$ cat src/rtl/chimera_pkg.sv
// Shared types and defaults for the cluster clock-gate sequencer.
package chimera_pkg;

    localparam int unsigned ClkGateSettleCycles = 4;
    localparam int unsigned ClkGateIsoTimeout   = 16;

    typedef enum logic [2:0] {
        IDLE,
        ISOLATE,
        GATE_WAIT,
        UNGATE_WAIT,
        DEISOLATE
    } chimera_gate_state_e;

endpackage

$ cat src/rtl/chimera_gate_rr_pick.sv
// Combinational round-robin first-one finder: first set bit at or after ptr_i, wrapping.
module chimera_gate_rr_pick #(
    parameter int unsigned N    = 5,
    parameter int unsigned IdxW = (N > 1) ? $clog2(N) : 1
) (
    input  logic [N-1:0]    pending_i,
    input  logic [IdxW-1:0] ptr_i,
    output logic [IdxW-1:0] idx_o,
    output logic            valid_o
);

    int              pos;
    logic [IdxW-1:0] cand;

    always_comb begin
        idx_o   = '0;
        valid_o = 1'b0;
        pos     = 0;
        cand    = '0;
        for (int i = 0; i < int'(N); i++) begin
            pos = int'(ptr_i) + i;
            if (pos >= int'(N)) begin
                pos = pos - int'(N);
            end
            cand = IdxW'(pos);
            if (!valid_o && pending_i[cand]) begin
                valid_o = 1'b1;
                idx_o   = cand;
            end
        end
    end

endmodule

$ cat src/rtl/chimera_clu_gate_ctrl.sv
// Serialised, round-robin clock gate / ungate sequencer for the external clusters.
//
// state       | meaning
// IDLE        | no transition running; pick next pending cluster
// ISOLATE     | isolation requested, waiting for ack (abort / timeout possible)
// GATE_WAIT   | isolated, settling before the clock stops; not abortable
// UNGATE_WAIT | clock running again, settling before isolation is released
// DEISOLATE   | isolation released, waiting for the ack to drop
module chimera_clu_gate_ctrl
    import chimera_pkg::*;
#(
    parameter int unsigned NumClusters  = 5,
    parameter int unsigned SettleCycles = ClkGateSettleCycles,
    parameter int unsigned IsoTimeout   = ClkGateIsoTimeout
) (
    input  logic                   clk_i,
    input  logic                   rst_ni,
    input  logic [NumClusters-1:0] gate_req_i,
    input  logic [NumClusters-1:0] dbg_req_i,
    input  logic [NumClusters-1:0] isolated_i,
    output logic [NumClusters-1:0] isolate_o,
    output logic [NumClusters-1:0] clk_en_o,
    output logic [NumClusters-1:0] gated_o,
    output logic [NumClusters-1:0] err_o,
    output logic                   busy_o
);

    localparam int unsigned CntMax = (SettleCycles > IsoTimeout) ? SettleCycles : IsoTimeout;
    localparam int unsigned CntW   = $clog2(CntMax + 1);
    localparam int unsigned IdxW   = (NumClusters > 1) ? $clog2(NumClusters) : 1;

    chimera_gate_state_e    state_q, state_d;
    logic [IdxW-1:0]        sel_q, sel_d;
    logic [IdxW-1:0]        ptr_q, ptr_d;
    logic [CntW-1:0]        cnt_q, cnt_d;
    logic [NumClusters-1:0] isolate_q, isolate_d;
    logic [NumClusters-1:0] clk_en_q, clk_en_d;
    logic [NumClusters-1:0] gated_q, gated_d;
    logic [NumClusters-1:0] err_q, err_d;
    logic                   busy_q, busy_d;

    logic [NumClusters-1:0] target;
    logic [NumClusters-1:0] pending;
    logic [IdxW-1:0]        pick_idx;
    logic                   pick_valid;
    logic                   sel_target;
    logic                   sel_ack;
    logic                   iso_expired;
    logic                   settle_done;

    assign target  = gate_req_i & ~dbg_req_i;
    assign pending = (target ^ gated_q) & ~(err_q & target);

    chimera_gate_rr_pick #(
        .N    (NumClusters),
        .IdxW (IdxW)
    ) i_rr_pick (
        .pending_i (pending),
        .ptr_i     (ptr_q),
        .idx_o     (pick_idx),
        .valid_o   (pick_valid)
    );

    assign sel_target  = target[sel_q];
    assign sel_ack     = isolated_i[sel_q];
    assign iso_expired = (cnt_q == CntW'(IsoTimeout - 1));
    // Clock edge and release edge land on the edge where the countdown reaches zero,
    // so a wait state lasts SettleCycles cycles (one cycle minimum when it is 0).
    assign settle_done = (cnt_q <= CntW'(1));

    always_ff @(posedge clk_i or negedge rst_ni) begin
        if (!rst_ni) begin
            state_q   <= IDLE;
            sel_q     <= '0;
            ptr_q     <= '0;
            cnt_q     <= '0;
            isolate_q <= '0;
            clk_en_q  <= '1;
            gated_q   <= '0;
            err_q     <= '0;
            busy_q    <= 1'b0;
        end else begin
            state_q   <= state_d;
            sel_q     <= sel_d;
            ptr_q     <= ptr_d;
            cnt_q     <= cnt_d;
            isolate_q <= isolate_d;
            clk_en_q  <= clk_en_d;
            gated_q   <= gated_d;
            err_q     <= err_d;
            busy_q    <= busy_d;
        end
    end

    always_comb begin
        state_d = state_q;
        sel_d   = sel_q;
        ptr_d   = ptr_q;
        cnt_d   = cnt_q;
        case (state_q)
            IDLE: begin
                if (pick_valid) begin
                    sel_d = pick_idx;
                    ptr_d = (pick_idx == IdxW'(NumClusters - 1)) ? '0 : pick_idx + IdxW'(1);
                    if (gated_q[pick_idx]) begin
                        state_d = UNGATE_WAIT;
                        cnt_d   = CntW'(SettleCycles);
                    end else begin
                        state_d = ISOLATE;
                        cnt_d   = '0;
                    end
                end
            end
            ISOLATE: begin
                if (sel_ack) begin
                    state_d = GATE_WAIT;
                    cnt_d   = CntW'(SettleCycles);
                end else if (!sel_target || iso_expired) begin
                    state_d = DEISOLATE;
                end else begin
                    cnt_d = cnt_q + CntW'(1);
                end
            end
            GATE_WAIT: begin
                if (settle_done) begin
                    state_d = IDLE;
                end else begin
                    cnt_d = cnt_q - CntW'(1);
                end
            end
            UNGATE_WAIT: begin
                if (settle_done) begin
                    state_d = DEISOLATE;
                end else begin
                    cnt_d = cnt_q - CntW'(1);
                end
            end
            DEISOLATE: begin
                if (!sel_ack) begin
                    state_d = IDLE;
                end
            end
            default: state_d = IDLE;
        endcase
    end

    always_comb begin
        isolate_d = isolate_q;
        clk_en_d  = clk_en_q;
        gated_d   = gated_q;
        err_d     = err_q & gate_req_i;
        busy_d    = (state_d != IDLE);
        case (state_q)
            IDLE: begin
                if (pick_valid) begin
                    if (gated_q[pick_idx]) begin
                        clk_en_d[pick_idx] = 1'b1;
                        gated_d[pick_idx]  = 1'b0;
                    end else begin
                        isolate_d[pick_idx] = 1'b1;
                    end
                end
            end
            ISOLATE: begin
                if (!sel_ack && (!sel_target || iso_expired)) begin
                    isolate_d[sel_q] = 1'b0;
                end
                if (!sel_ack && sel_target && iso_expired) begin
                    err_d[sel_q] = 1'b1;
                end
            end
            GATE_WAIT: begin
                if (settle_done) begin
                    clk_en_d[sel_q] = 1'b0;
                    gated_d[sel_q]  = 1'b1;
                end
            end
            UNGATE_WAIT: begin
                if (settle_done) begin
                    isolate_d[sel_q] = 1'b0;
                end
            end
            default: ;
        endcase
    end

    assign isolate_o = isolate_q;
    assign clk_en_o  = clk_en_q;
    assign gated_o   = gated_q;
    assign err_o     = err_q;
    assign busy_o    = busy_q;

endmodule
$ cat config.mk
export PLATFORM = sky130hd
export DESIGN_NAME = chimera_clu_gate_ctrl
export DESIGN_NICKNAME = d
export VERILOG_FILES = /design/src/rtl/chimera_pkg.sv /design/src/rtl/chimera_gate_rr_pick.sv /design/src/rtl/chimera_clu_gate_ctrl.sv
export SDC_FILE = /design/constraint.sdc
export NUM_CORES = 1
export LEC_CHECK = 0
export BUFFER_PORTS_ARGS = -buffer_cell sky130_fd_sc_hd__buf_2
export CAP_MARGIN = 20
export CORE_ASPECT_RATIO = 0.75
export CORE_UTILIZATION = 50
export DETAILED_ROUTE_END_ITERATION = 16
export GPL_TIMING_DRIVEN = 0
export MAX_ROUTING_LAYER = met4
export PLACE_DENSITY = 0.71
export SLEW_MARGIN = 25
export SYNTH_ARGS = -nofsm -noshare
export SYNTH_HDL_FRONTEND = slang
export SYNTH_SLANG_ARGS = --single-unit
$ cat constraint.sdc
create_clock -name clk_i -period 3.6 [get_ports clk_i]
set_input_delay 0.36 -clock clk_i [delete_from_list [all_inputs] [get_ports clk_i]]
set_output_delay 0.36 -clock clk_i [all_outputs]
set_load 0.02 [all_outputs]
# [Yosys cells after proc, flatten, opt, wreduce, memory -nomap -nowiden]
# Index checks and enable logic that the tools add are counted.
[totals] inputBits=17 wordCells=157 reg_bits=35
[op_classes] magnitude_cmp=15 n_reduce_logical=26 n_addsub=12 n_mux=65 eq_ne=14 bitwise=16
[op_table] operator="two-way mux 5 bit" n=16
[op_table] operator="two-way mux 3 bit" n=18
[op_table] operator="AND 5 bit" n=7
[op_table] operator="case mux 5 bit (3 select lines)" n=2
[op_table] operator="less-than comparator 3 x 4 -> 1 bit, second input constant" n=7
[op_table] operator="binary-select mux 1 bit (select 3 bit)" n=8
[op_table] operator="NOT 5 bit" n=4
[op_table] operator="bitwise OR 5 bit" n=4
[op_table] operator="case mux 5 bit (2 select lines)" n=2
[op_table] operator="greater-or-equal comparator 4 x 3 -> 1 bit, second input constant" n=4
[op_table] operator="two-way mux 1 bit" n=15
[op_table] operator="case mux 3 bit (5 select lines)" n=1
[op_table] operator="subtractor 3 bit, second input constant" n=5
[op_table] operator="inequality test 2 bit, second input constant" n=6
[op_table] operator="logical AND 1 bit" n=9
[op_table] operator="nonzero test 3 bit" n=3
[op_table] operator="adder 3 x 2 -> 4 bit, second input constant" n=2
[op_table] operator="AND reduction 4 bit" n=2
[op_table] operator="demux 1 bit (select 3 bit)" n=2
[op_table] operator="== test 3 x 2 -> 1 bit, second input constant" n=2
[op_table] operator="== test 3 bit, second input constant" n=2
[op_table] operator="greater-or-equal comparator 3 x 1 -> 1 bit, second input constant" n=2
[op_table] operator="logical NOT 1 bit" n=6
[op_table] operator="adder 5 x 1 -> 5 bit, second input constant" n=1
[op_table] operator="other kinds (18)" n=18

# [Depth between registers and ports, before layout]
# Gate-level depths: netlist of run 1.
[depth] depth_word=29 mapped_depth=18

# [Hierarchy]
# A second synthesis of run 1 with hierarchy kept.
[unflattened] hier_cells=352 area_unflattened_um2=3185.6
[by_module_without_submodules] module="chimera_clu_gate_ctrl" instances=1 cells_each=217 area_per_inst_um2=2090.8
[by_module_without_submodules] module="chimera_gate_rr_pick" instances=1 cells_each=135 area_per_inst_um2=1094.8

# [Worst setup path before layout of run 1]
# OpenSTA, ideal clock, no wires.
[synth_timing] path_kind="reg2reg" from="register ptr_q[0]" to="register isolate_q[0], in the netlist isolate_o[0]" stages_incl_launch_ff=16 synth_period_minus_slack_ns=3.965 arrival_ns=3.844 slack_ns=-0.365 required_ns=3.479 setup_time_ns=0.121 cell_sequence="dfrtp_1 > buf_4 > inv_2 > ha_1 > inv_1 > fa_1 > o21ai_0 > a21oi_1 > a22o_1 > or2_1 > or4_4 > nor3_4 > a21oi_4 > mux2_4 > a21o_1 > a22o_1"
[synth_via] elab_chain_cells=25
[synth_lines] element="start, declared" line="chimera_clu_gate_ctrl.sv:34" rtl="logic [IdxW-1:0] ptr_q, ptr_d;"
[synth_lines] element="start signal, assigned" line="chimera_clu_gate_ctrl.sv:85" rtl="ptr_q <= ptr_d;"
[synth_lines] element="parallel branches: the longest is 25 deep, another holds adder 3 x 1 -> 4 bit"
[synth_lines] element="end signal, assigned" line="chimera_clu_gate_ctrl.sv:87" rtl="isolate_q <= isolate_d;"
[synth_lines] element="end, declared" line="chimera_clu_gate_ctrl.sv:36" rtl="logic [NumClusters-1:0] isolate_q, isolate_d;"
# Parallel ways; which one is timed is not known. The select of a mux whose other input is x is not followed.
# A chain may end at the register's enable or synchronous reset.

# [Worst setup path after layout of run 1]
[layout_timing] from="register ptr_q[0]" to="register ptr_q[2]"
[layout_via] elab_chain_cells=19
[layout_lines] element="parallel branches: the longest is 19 deep, another holds adder 3 x 1 -> 4 bit"
# Parallel ways; which one is timed is not known. The select of a mux whose other input is x is not followed.

==> results of run 1 <==
-- registers in the layout, summed over array words and instances (netlist names) --
| register | flops |
|---|---|
| busy_o | 1 |
| clk_en_o | 5 |
| cnt_q | 5 |
| err_o | 5 |
| gated_o | 5 |
| isolate_o | 5 |
| ptr_q | 3 |
| sel_q | 3 |
| state_q | 3 |
-- worst max-delay path: cells and delay by family, from the launching register on --
| kind | cells | cell delay, ns |
|---|---|---|
| flops | 1 | 0.46 |
| compound gates | 5 | 0.83 |
| simple gates | 5 | 1.36 |
| fa+ha+maj | 3 | 0.72 |
| mux | 1 | 0.11 |
| buf+inv | 5 | 0.49 |
-- synth_stat cells, types with 5 or more instances --
cell type  count
nand2_1       36
nor2_1        31
dfrtp_1       30
o21ai_0       23
a21oi_1       22
inv_1         21
a211oi_1      14
ha_1          14
nand2b_1      13
nor3_1        13
a22o_1        12
o21ai_1        9
mux2i_1        7
nand3_1        7
clkbuf_1       6
nor2b_1        6
o211ai_1       6
a21o_1         5
a31oi_1        5
and2_1         5
and3_1         5
dfstp_2        5
-- routing by layer --
layer  vias to the layer above  share of wire [%]  global-route usage, %
li1                       1642                  -                      -
met1                      1779                 44                  47.37
met2                       253                 44                  43.97
met3                        30                 11                  7.862
met4                         0                1.8                  8.789
met5                         -                  0                      -
-- kinds of logic (layout without fill, tap and decap cells) --
group | Yosys count | in the layout | share of synthesized area [%]
AND/OR/NAND/NOR | 144 | 144 | 23.81
multiplexers | 13 | 13 | 4.709
XOR/XNOR | 1 | 1 | 0.2659
adder cells (fa/ha/maj) | 15 | 15 | 5.925
buffers and inverters | 38 | 113 | 4.937
AO/OA/AOI/OAI | 147 | 147 | 33.57
flip-flops | 35 | 35 | 26.78
-- repair_timing --
item | CTS | global route
setup buffers | 25 | 5
cloned | 1 | 0
hold buffers | 0 | 0
pin swaps | 15 | 15
resized for setup | 35 | 50
endpoints found under the setup margin | 29 | 28
-- stage by stage --
step / instances / cell area, um2 / util [%]
global route: 549 / 4310 / 68.22
CTS: 544 / 4065 / 64.34
detailed placement: 511 / 3610 / 57.13
finish: 549 / 4310 / 68.22
floorplan: 393 / 3323 / -
global placement: 511 / 3610 / 57.13
-- final cells by class --
cell class / instances / area (um2) / area share [%]
multi-input combinational: 320 / 2550 / 59.16
sequential: 35 / 885.9 / 20.55
timing repair buffer: 68 / 469.2 / 10.89
inverter: 25 / 108.9 / 2.525
tap: 81 / 101.3 / 2.351
buffer: 12 / 82.58 / 1.916
clock buffer: 5 / 68.82 / 1.597
clock inverter: 3 / 43.79 / 1.016
-- how the worst min path moves through the flow --
stage	start	endpoint	slack (ns)
final	rst_ni	err_o[1]$_DFF_PN0_	0.14
after global routing	rst_ni	isolate_o[1]$_DFFE_PN0P_	0.22
after floorplan	rst_ni	busy_o$_DFF_PN0_	0.06
after CTS	rst_ni	cnt_q[2]$_DFFE_PN0P_	0.17
after global placement	isolate_o[3]$_DFFE_PN0P_	isolate_o[3]$_DFFE_PN0P_	0.45
after detailed placement	isolate_o[3]$_DFFE_PN0P_	isolate_o[3]$_DFFE_PN0P_	0.45
==> impl_metrics.toml, run 1 <==
[synth]
synth-main-ff-cell = "dfrtp_1"
yosys.area.top_type = "dfrtp_1"
yosysWarningCount = 0
synth_edf_count = 0
ys_types = 75
synth_nets = 425
syn_inst = 393
syn-cell-area_um2 = 3294
yosysTopAreaCellShare_pct = 22.79
synth.yosys.seq_area_share_pct = 26.78
ys_seq_elements = 35
synth-async-reset-ratio_pct = 100.0
avgSynthCellArea_um2 = 8.383
synth.area.top_cells = "dfrtp_1, ha_1, nand2_1"

[cells_and_area]
fillers = 495
final_nets = 499
drive_gt1_share_pct = 36.32
mostFrequentLayoutCell = "buf_2"
final_cell_mix = "buf_2, nand2_1, nor2_1, dfrtp_1, buf_4"
syn_to_final_growth_pct = 30.84
n_antenna_cell = 0

[clocking]
cts_buffers = 5
clock_path_buffers = 2
cts.sinks = 35
clkLatencyLatePin_ns = 0.30
cts_tree = "yes"
htree_levels = 2
clock-root-buffer = "clkbuf_8"
clk_pin_slew_worst_paths_ns = 0.08

[placement]
portBuffers = 37
pre_cts_slack_ns = -0.8182
hpwl_um = 7452
place_congestion = 0.9786

[global_routing]
grt_start_max_net_pins = 36
grt_pass1_vias = 3237
antenna_found_initial = 0
grt_pass1_wl_um = 16370
track_usage_pct = 32.33
overflow = 0

[timing]
max-slew-margin-rel_pct = 31.25
period_minus_slack_ns = 4.066
skew_ns = 0.002751
finalHoldViolations = 0
hold_ws_ns = 0.1392
slew_viol_final = 0
setup_violations = 27
rsz0062_at_grt = "true"
setup_ws_ns = -0.4663
finalSetupTns_ns = -6.554
tightestPinTransition_ns = 1.023
max_freq_mhz = 245.9
finalCritPeriodShare_pct = 113.0

[setup_path]
worst_ep_required_time_ns = 3.81
r2r-end = "ptr_q[2]$_DFFE_PN0P_"
critPathArrivalTime_ns = 4.28
cp-endpoint = "ptr_q[2]$_DFFE_PN0P_"
slowest_stage = "or4_4"
critPathKind = "reg -> reg"
cp_cell_sequence = "buf_8 -> inv_8 -> ha_4 -> inv_4 -> fa_2 -> nor2_4 -> a2bb2oi_4 -> mux2i_2 -> a22o_1 -> or2_4 -> or4_4 -> nor3_4 -> a21oi_4 -> buf_6 -> buf_6 -> ha_4 -> nor3_2 -> a21oi_1 -> o21ai_1"
startpoint_type = "register"
rr_worst_depth = 19
r2r_slack_ns = -0.47
critPathCaptureType = "register"
critPathMaxFanout = 8
r2r-start = "ptr_q[0]$_DFFE_PN0P_"
slowest_delay_ns = 0.49
timing.critical_path.from = "ptr_q[0]$_DFFE_PN0P_"

[drt]
drc = 0
via_per_inst = 6.747
routedWlPerCell_um = 20.83
drt_iter0_markers = 577
route.vias.total = 3704
dr.pass1.iters = 5
routed_wl_um = 11440
postRouteAntennaNets = 0

[floorplan]
core_region_area_um2 = 6319
die-area_um2 = 6921
start_util_pct = 52.14
fp-row-count = 25
die_w_um = 95.73
ios = 38
die_y_um = 72.30

[worst_hold_path]
hold_class = "in -> async"

[flow_run]
maxCapViolCount = 0

[status]
status = "complete, but fails checks"
violations = "negative setup slack"
Power of run 1 is left out: the tool's default activity adds up to more than one toggle a clock period on the data nets, which glitch-free logic cannot reach.
==> run 2, diff against run 1 <==
- ABC_AREA: default -> 1
- SKIP_CTS_REPAIR_TIMING: default -> 1
==> run 2 against run 1 <==
The run still ends with negative setup slack left. Maximum frequency is 13% higher. First-iteration DRC count is 43% lower. Worst setup slack better by 0.46 ns. Final area is 11% lower. Die area is 5.0% lower. Critical path type unchanged. Critical endpoint is now isolate_o[2]$_DFFE_PN0P_. Largest cell class unchanged.
==> impl_metrics.toml, run 2 <==
[floorplan]
ios = 38
fp-row-count = 24
start_util_pct = 52.81
die_w_um = 93.28
die-area_um2 = 6572
die_y_um = 70.46
core_region_area_um2 = 5916

[timing]
tightestPinTransition_ns = 0.8150
period_minus_slack_ns = 3.602
slew_viol_final = 0
finalHoldViolations = 0
max-slew-margin-rel_pct = 45.67
max_freq_mhz = 277.7
setup_violations = 1
finalCritPeriodShare_pct = 100.0
skew_ns = 0.01334
setup_ws_ns = -0.001533

[synth]
avgSynthCellArea_um2 = 6.522
yosys.area.top_type = "dfrtp_1"
yosysMostFrequentCell = "nand2_1"
synth.yosys.seq_area_share_pct = 28.23
syn_inst = 479
synth-async-reset-ratio_pct = 100.0
synth.area.top_cells = "dfrtp_1, nand2_1, nand3_1"
synth_nets = 511
synth_edf_count = 0
yosysWarningCount = 0
ys_seq_elements = 35
syn-cell-area_um2 = 3124
yosysTopAreaCellShare_pct = 24.03
synth-main-ff-cell = "dfrtp_1"
ys_types = 39
synth_common_cells = "nand2_1, inv_1, nand3_1, nor2_1, o21ai_0"

[drt]
drt_iter0_markers = 328
routed_wl_um = 9372
via_per_inst = 5.722
dr.pass1.iters = 5
routedWlPerCell_um = 14.97
postRouteAntennaNets = 0
route.vias.total = 3582
drc = 0

[setup_path]
critPathCaptureType = "register"
startpoint_type = "register"
critPathArrivalTime_ns = 3.84
critPathMaxFanout = 7
critPathKind = "reg -> reg"
worst_ep_required_time_ns = 3.84

[global_routing]
overflow = 0
grt_pass1_vias = 3148
track_usage_pct = 29.54
antenna_found_initial = 0
grt_start_max_net_pins = 36
grt_pass1_wl_um = 14810

[clocking]
cts_buffers = 5
cts.sinks = 35
htree_levels = 2
clkLatencyLatePin_ns = 0.30
clk_pin_slew_worst_paths_ns = 0.08
clock-root-buffer = "clkbuf_8"
clock_path_buffers = 2
cts_tree = "yes"

[worst_hold_path]
hold_class = "in -> async"

[cells_and_area]
n_antenna_cell = 0
final_nets = 579
syn_to_final_growth_pct = 23.11
fillers = 526
final_cell_mix = "nand2_1, inv_1, nand3_1"
stdcell_count = 626
mostFrequentLayoutCell = "nand2_1"
drive_gt1_share_pct = 26.46

[status]
status = "complete, but fails checks"
violations = "negative setup slack"

[placement]
place_congestion = 0.9860
hpwl_um = 6773
portBuffers = 37
dp_cells = 594

[flow_run]
maxCapViolCount = 0
run 2: kinds of logic (layout without fill, tap and decap cells):
| family | Yosys count | in the layout | synth area share [%] |
|---|---|---|---|
| AOI/OAI and AO/OA | 73 | 73 | 13.94 |
| xor gates and xnor gates | 3 | 3 | 1.322 |
| adders and majority gates | 15 | 15 | 6.248 |
| buffers and inverters | 80 | 149 | 10.09 |
| DFF | 35 | 35 | 28.23 |
| and+or+nand+nor | 273 | 273 | 40.17 |
run 2: area by class of cell:
type                            count  area [um2]  share of cell area, %
Multi-Input combinational cell    364        2043                  53.12
Sequential cell                    35       884.6                  23.00
Timing Repair Buffer               61       385.4                  10.02
Inverter                           77       296.5                  7.710
Tap cell                           78       97.59                  2.537
Clock buffer                        5       68.82                  1.789
Clock inverter                      3       43.79                  1.139
Buffer                              3       26.28                 0.6831
run 2: per-layer routing:
metal	GRT usage, %	up-vias	share of wire (%)	wire, um
met1	43.31	1668	47	4365
met5	-	-	0	0
met3	4.793	18	8.8	823
li1	-	1708	-	-
met2	42.40	188	43	4049
met4	7.179	0	1.4	133
run 2: critical path, cell delays in order (launching register included):
cell,delay [ns]
dfrtp_2,0.43
inv_2,0.07
buf_6,0.11
buf_12,0.11
ha_1,0.23
ha_4,0.24
nand2_1,0.12
nand2_2,0.11
nand2_1,0.12
nand2_1,0.13
nand2_1,0.09
nand3_1,0.07
nand2_1,0.07
nand2_1,0.07
nand2_2,0.13
inv_2,0.08
nand4_1,0.18
o21ai_2,0.11
o21bai_4,0.27
inv_2,0.10
nand2_2,0.08
nand2_2,0.06
nor2_4,0.15
buf_6,0.13
nand2_4,0.07
nand2_4,0.13
nand2_1,0.05
nand2_1,0.06
run 2: path summary, 6_finish.rpt:
path	start	end	slack, ns	depth (start not counted)
min in group clk_i	gate_req_i[0]	err_o[0]$_DFF_PN0_	0.29	3
hold reg to reg	clk_en_o[1]$_DFFE_PN1P_	clk_en_o[1]$_DFFE_PN1P_	0.49	2
setup reg to reg	ptr_q[0]$_DFFE_PN0P_	isolate_o[2]$_DFFE_PN0P_	-0.002	27
setup / recovery	ptr_q[0]$_DFFE_PN0P_	isolate_o[2]$_DFFE_PN0P_	-0.002	27
max in group asynchronous	rst_ni	ptr_q[0]$_DFFE_PN0P_	2.88	1
hold / removal	rst_ni	cnt_q[1]$_DFFE_PN0P_	0.14	1
run 2: per-stage QoR:
step	hold slack, ns	cell area [um2]	util (%)	setup WS (ns)	TNS [ns]
final	0.1433	3846	65.02	-0.001533	-0.001533
after global routing	0.2119	3846	65.02	-0.1451	-1.239
after CTS	0.1760	3520	59.50	-0.2221	-1.963
after detailed placement	0.4800	3407	57.59	-0.1638	-0.8446
after global placement	0.4693	3407	57.59	-0.1318	-0.3024
after floorplan	0.06441	3124	-	0.3738	0
Power of run 2 is left out for the same reason.
